[config.mk]
export PLATFORM = sky130hd
export DESIGN_NAME = uart_tx_fifo
export DESIGN_NICKNAME = d
export VERILOG_FILES = /design/src/rtl/uart_tx_fifo.sv
export SDC_FILE = /design/constraint.sdc
export NUM_CORES = 1
export LEC_CHECK = 0
export ABC_AREA = 1
export ABC_CLOCK_PERIOD_IN_PS = 2510
export CORE_MARGIN = 2
export CORE_UTILIZATION = 50
export DETAILED_ROUTE_END_ITERATION = 16
export PLACE_DENSITY = 0.71
export SLEW_MARGIN = 20
export SYNTH_ARGS = -nofsm -noshare
export SYNTH_HDL_FRONTEND = slang
export SYNTH_SLANG_ARGS = --single-unit
[constraint.sdc]
create_clock -name clk -period 2.51 [get_ports clk]
set_input_delay 0.502 -clock clk [delete_from_list [all_inputs] [get_ports clk]]
set_output_delay 0.502 -clock clk [all_outputs]
set_load 0.01 [all_outputs]
[src/rtl/uart_tx_fifo.sv]
`default_nettype none
// ============================================================================
// Module   : uart_tx_fifo
// Brief    : Byte FIFO feeding a UART transmitter. Sends one tx_start strobe
//            per byte and back-to-back bytes on tx_done.
// Revision : 1.0 - initial release
// ============================================================================
module uart_tx_fifo #(
    parameter int DEPTH = 16
) (
    input  logic                     clk,
    input  logic                     rst,
    input  logic                     s_valid,
    input  logic [7:0]               s_data,
    output logic                     s_ready,
    input  logic                     flush,
    output logic                     tx_start,
    output logic [7:0]               tx_din,
    input  logic                     tx_done,
    output logic [$clog2(DEPTH):0]   count,
    output logic                     empty,
    output logic                     full
);

    localparam int              c_AW       = $clog2(DEPTH);
    localparam logic [c_AW:0]   c_FULL_CNT = (c_AW + 1)'(DEPTH);

    localparam logic [0:0] c_ST_IDLE = 1'b0;
    localparam logic [0:0] c_ST_BUSY = 1'b1;

    logic [7:0]    r_mem [DEPTH];
    logic [c_AW:0] r_wr_ptr;
    logic [c_AW:0] r_rd_ptr;
    logic [0:0]    r_state;
    logic [0:0]    w_state_nxt;
    logic          r_tx_start;
    logic [7:0]    r_tx_din;
    logic [c_AW:0] w_count;
    logic          w_empty;
    logic          w_full;
    logic          w_push;
    logic          w_pop;

    // Status comes from the registered pointers only, so it lags a push/pop by one edge.
    assign w_count  = r_wr_ptr - r_rd_ptr;
    assign w_empty  = (w_count == '0);
    assign w_full   = (w_count == c_FULL_CNT);
    assign s_ready  = !w_full && !flush;
    assign w_push   = s_valid && s_ready;

    assign count    = w_count;
    assign empty    = w_empty;
    assign full     = w_full;
    assign tx_start = r_tx_start;
    assign tx_din   = r_tx_din;

    always_ff @(posedge clk) begin
        if (w_push) begin
            r_mem[r_wr_ptr[c_AW-1:0]] <= s_data;
        end
    end

    always_ff @(posedge clk or posedge rst) begin
        if (rst) begin
            r_wr_ptr <= '0;
            r_rd_ptr <= '0;
        end else begin
            if (w_push) begin
                r_wr_ptr <= r_wr_ptr + 1'b1;
            end
            // Flush wins over a pop; the popped byte is already latched into tx_din.
            if (flush) begin
                r_rd_ptr <= r_wr_ptr;
            end else if (w_pop) begin
                r_rd_ptr <= r_rd_ptr + 1'b1;
            end
        end
    end

    always_ff @(posedge clk or posedge rst) begin
        if (rst) begin
            r_state    <= c_ST_IDLE;
            r_tx_start <= 1'b0;
            r_tx_din   <= 8'h00;
        end else begin
            r_state    <= w_state_nxt;
            r_tx_start <= w_pop;
            if (w_pop) begin
                r_tx_din <= r_mem[r_rd_ptr[c_AW-1:0]];
            end
        end
    end

    // tx_done is only honoured in BUSY and never in the strobe cycle itself.
    always_comb begin
        w_state_nxt = r_state;
        w_pop       = 1'b0;
        case (r_state)
            c_ST_IDLE: begin
                if (!w_empty) begin
                    w_pop       = 1'b1;
                    w_state_nxt = c_ST_BUSY;
                end
            end
            c_ST_BUSY: begin
                if (tx_done && !r_tx_start) begin
                    if (!w_empty) begin
                        w_pop = 1'b1;
                    end else begin
                        w_state_nxt = c_ST_IDLE;
                    end
                end
            end
            default: begin
                w_state_nxt = c_ST_IDLE;
            end
        endcase
    end

endmodule
`default_nettype wire

### Word level (Yosys, flattened, before mapping)

Memory sizes are Yosys's and may differ from the RTL's. A register that Yosys moved wholly into a read port is not among the register bits.
Cells that the tools add are included.

* word-level logic and storage cells: 27
* RAM bits: 128
* input bits: 13
* output and inout bits: 17
* flip-flop bits (word level): 12
* memories: 1

Memories
* r_mem: words 16, bits a word 8, rd ports 1, clocked after Yosys merged registers in 1, write ports 1, RTL line 31 `logic [7:0] r_mem [DEPTH];`

* multiplexer cells: 9
* $add $sub $neg: 3
* reductions and logical operators: 8
* equality and inequality tests: 1
* bitwise operators: 1

Operators with widths (number)
* 5-bit by 1-bit adder with 5-bit output (second input constant): 2
* 5-bit 2-to-1 mux: 2
* 5-bit == test (second input constant): 1
* 5-bit logical NOT: 1
* 1-bit 2-to-1 mux: 5
* 5-bit subtractor: 1
* 1-bit case mux with 2 select lines: 2
* 1-bit logical AND: 3
* 1-bit logical NOT: 3
* 2-bit nonzero test: 1
* 1-bit inverter: 1

### Logic depth before layout (Yosys ltp)

* word-level depth: 7
* mapped depth: 13
* gate-level depth less buffers: 13

### Worst setup path after synthesis

No wires, ideal clock.

* kind: register -> register
* start point: register r_rd_ptr[1]
* end point: memory r_mem[12][0], enable pin
* data required time: 2.140 ns
* path slack: -0.143 ns
* period minus slack after synthesis: 2.653 ns
* setup time: 0.370 ns
* arrival: 2.283 ns
* stages on the path, launching flop included: 11
* path buffers: 3
* cell sequence: dfrtp_1 > buf_2 > inv_2 > buf_2 > fa_1 > xor2_1 > nor2_2 > nand3_4 > nand3_2 > buf_4 > nor2_1

* cells in the longest elaborated chain, start to end: 7

Ends and longest elaborated chain
* start, declared: RTL line 33 `logic [c_AW:0] r_rd_ptr;`
* start signal, assigned: RTL line 73 `r_rd_ptr <= r_wr_ptr;`
* start signal, assigned: RTL line 75 `r_rd_ptr <= r_rd_ptr + 1'b1;`
* 5-bit subtractor: RTL line 45 `assign w_count = r_wr_ptr - r_rd_ptr;`
* via count[2]: RTL line 20 `output logic [$clog2(DEPTH):0] count,`
* 5-bit == test: RTL line 47 `assign w_full = (w_count == c_FULL_CNT);`
* 1-bit logical NOT: RTL line 48 `assign s_ready = !w_full && !flush;`
* 1-bit logical AND: RTL line 48
* 1-bit logical AND: RTL line 49 `assign w_push = s_valid && s_ready;`
* 1-bit 2-to-1 mux: RTL line 58 `if (w_push) begin`
* 1-bit 2-to-1 mux (implied by the code): RTL line 59 `r_mem[r_wr_ptr[c_AW-1:0]] <= s_data;`
* end, declared: RTL line 31

The timed path passes the listed nets, and every way through them passes these cells.

### Final worst setup path

* start point: register r_rd_ptr[0]
* end point: output port s_ready

* cells in the longest elaborated chain, start to end: 4

Ends and longest elaborated chain
* 5-bit subtractor: RTL line 45
* 5-bit == test: RTL line 47
* 1-bit logical NOT: RTL line 48
* 1-bit logical AND: RTL line 48
* end, declared: RTL line 15 `output logic s_ready,`

Every way passes these cells.

==> results.yml <==
timing:
  slew_headroom: 0.4709
  finalWorstSetupSlack_ps: -274.4
  tightest_slew_ps: 792.8
  fin_crit_ps: 2784
  drv_slew: 0
  period_share: 1.109
  hold_viol: 0
  setup_viol: 135
  rsz0062_at_grt: "true"
  max_freq_ghz: 0.3591
  fin_skew_ps: 6.954
  holdWs_ps: 476.8
clock_network:
  path_clk_slew_ps: 60
  cts_hold_buf: 0
  cts_tree: "built"
  clockRootBuffer: "clkbuf_16"
  cts_buffer_depth: 2
  clk_latency_ps: 420
  cts_max_level: 4
  clkSinkCount: 148
  numCtsBuffers: 17
grt:
  grt_util_all_layers: 0.2292
  overflow: 0
  antenna_found_initial: 0
  grt_max_degree: 70
  grt_pass1_wl_um: 24150
  grt_pass1_vias: 4653
route:
  num_vias: 4778
  ant_nets: 0
  drc: 0
  vias_per_cell: 5.423
  firstDrtPassIters: 5
  drt_iter0_drc: 458
  drt-total-wl_um: 15690
  drt-wirelength-per-cell_um: 17.81
synth:
  ys_seq_area_frac: 0.6690
  synth_nets: 637
  syn-cell-area_sq_um: 6494
  synth_edf_count: 128
  yosysUniqueCellTypes: 27
  avgSynthCellArea_sq_um: 10.58
  yosys_warnings: 0
  ys_ff_latch: 148
  async_reset_ff_frac: 0.1351
  synth_cells: 614
  synth_top_flop_cell: "edfxtp_1"
setup_path:
  cp-start-kind: "flop"
  r2r_slack_ps: -170
  path_buf_inv: 4
  rr_startpoint: "r_wr_ptr[0]"
  cp-end-kind: "output port"
  worstSetupPathDepth: 10
  r2r-end: "r_mem[15][2]"
  startpoint: "r_rd_ptr[0]"
  required_ps: 2010
  slowest_delay_ps: 430
  worstSetupEndpoint: "s_ready"
  rr_worst_depth: 14
  worst-path-max-fanout: 2
  worstSetupPathType: "flop to output port"
  cp_data_arrival_time_ps: 2280
  cp_slowest_cell: "fa_2"
  path_cells: "ha_4 -> inv_2 -> fa_2 -> or2_1 -> nor2_2 -> buf_4 -> nand3_4 -> inv_4 -> nor2_4 -> buf_6"
  crit_family: "adder cells"
die:
  die_h_um: 118.0
  io-pin-count: 30
  num_rows: 41
  die_x_um: 118.0
  initial_core_util: 0.5125
  coreArea_sq_um: 12670
  die_area_sq_um: 13910
layout:
  fillers: 956
  fin_util: 0.6534
  drive_above_1_share: 0.2045
  num_antenna_cells: 0
  final_cells: 881
  final-seq-area_sq_um: 4345
  multiInputGateArea_sq_um: 2087
  area_delta_synth_final_pct: 27.50
  post-route-cell-area_sq_um: 8279
  nNetsFinal: 719
power:
  leakagePower_uw: 0.003158
  ir_drop_mv: 0.7313
  powerDensity_nw_per_um2: 1274
placed_design:
  port_buffers: 29
  dp_hpwl_um: 9219
  gp_congestion: 0.8050
  dpl_cell_area_sq_um: 7077
  dpl.cell_count: 817
min_path:
  hold_class: "flop to flop"
status:
  violations: "negative setup slack"
  status: "finished with violations"
flow_run:
  maxCapViolCount: 0
-- area by class of cell --
type,count,share of cell area
sequential,148,0.5249
multi-input combinational,409,0.2521
timing repair buffer,90,0.1029
clock buffer,18,0.05305
clock inverter,14,0.02720
tap,172,0.02599
inverter,30,0.01390
-- timing repair --
item | CTS | global route
resized for setup | 63 | 26
setup endpoints to repair | 135 | 138
cloned | 0 | 1
pin swaps | 8 | 14
buffers inserted | 19 | 13
-- per-layer routing --
metal  part of all wire  global-route usage
met5                  0                   0
met3              0.066             0.04070
met1               0.40              0.2944
met4              0.019             0.07907
met2               0.52              0.3935
-- flip-flops by register name, summed over array words and instances (netlist names) --
| register | flops |
|---|---|
| tx_din | 8 |
| tx_start | 1 |
| r_wr_ptr | 5 |
| r_state | 1 |
| r_mem | 128 |
| r_rd_ptr | 5 |
-- cells in the final DEF, fill, tap and decap left out, types with 8 or more instances in the layout --
cell type and count:
inv_1 21, clkdlybuf4s50_1 22, o211ai_1 8, buf_6 12, nand3_1 27, edfxtp_1 128, nor2_4 17, o21ai_1 19
dfrtp_1 19, clkbuf_16 18, o21ai_0 50, buf_4 47, nand2_1 126, nor2_1 124
-- through the flow --
stage	total power, uW	TNS, ps	worst slack (ps)
floorplan	5483	-10270	-128.5
global placement	6751	-8965	-245.9
detailed placement	6859	-22210	-334.0
CTS	10080	-1168	-343.8
global route	11140	-25450	-356.3
finish	10550	-13500	-274.4
-- report_power, final --
part / leakage (uW) / internal (uW) / switching (uW) / total [uW]
Clock: 0.000319 / 1800 / 1020 / 2830
Sequential: 0.00140 / 2940 / 126 / 3060
Combinational: 0.00144 / 1990 / 2680 / 4660
-- worst min path at each step --
stage | startpoint | endpoint | slack, ps | cells past startpoint
2_1_floorplan | r_state | r_state | 460 | 2
4_1_cts | tx_din[4] | tx_din[4] | 480 | 2
3_3_place_gp | tx_din[7] | tx_din[7] | 460 | 2
3_5_place_dp | tx_din[4] | tx_din[4] | 460 | 2
5_1_grt | tx_din[4] | tx_din[4] | 510 | 2
6_report | tx_din[4] | tx_din[4] | 480 | 2
-- synthesized netlist by cell type, types with 3 or more instances --
| library cell | n | share of area |
|---|---|---|
| nand3_1 | 28 | 0.022 |
| edfxtp_1 | 128 | 0.59 |
| o211ai_1 | 8 | 0.0092 |
| nand4_1 | 5 | 0.0048 |
| nand2_1 | 131 | 0.076 |
| o21ai_1 | 19 | 0.015 |
| ha_1 | 9 | 0.017 |
| buf_6 | 5 | 0.0087 |
| xor2_1 | 6 | 0.0081 |
| clkbuf_1 | 11 | 0.0064 |
| nor2_1 | 142 | 0.082 |
| inv_1 | 24 | 0.014 |
| buf_4 | 3 | 0.0035 |
| inv_2 | 4 | 0.0023 |
| o21ai_0 | 50 | 0.039 |
| dfrtp_1 | 20 | 0.077 |
| buf_2 | 7 | 0.0054 |
-- cell families (layout without fill, tap and decap cells) --
logic type,Yosys count,in the layout,share of synthesized area
simple gates,313,313,0.1938
flops,148,148,0.6690
compound gates,79,79,0.06397
buf+inv,57,152,0.04335
fa+ha+maj,10,10,0.02042
xor+xnor,7,7,0.009441
-- worst min-delay path: stages, from the launching register on --
cell and delay (ps):
dfrtp_1 340, nand2_1 50, nand2_1 50
Note: power is estimated with default switching activity, not from simulation.
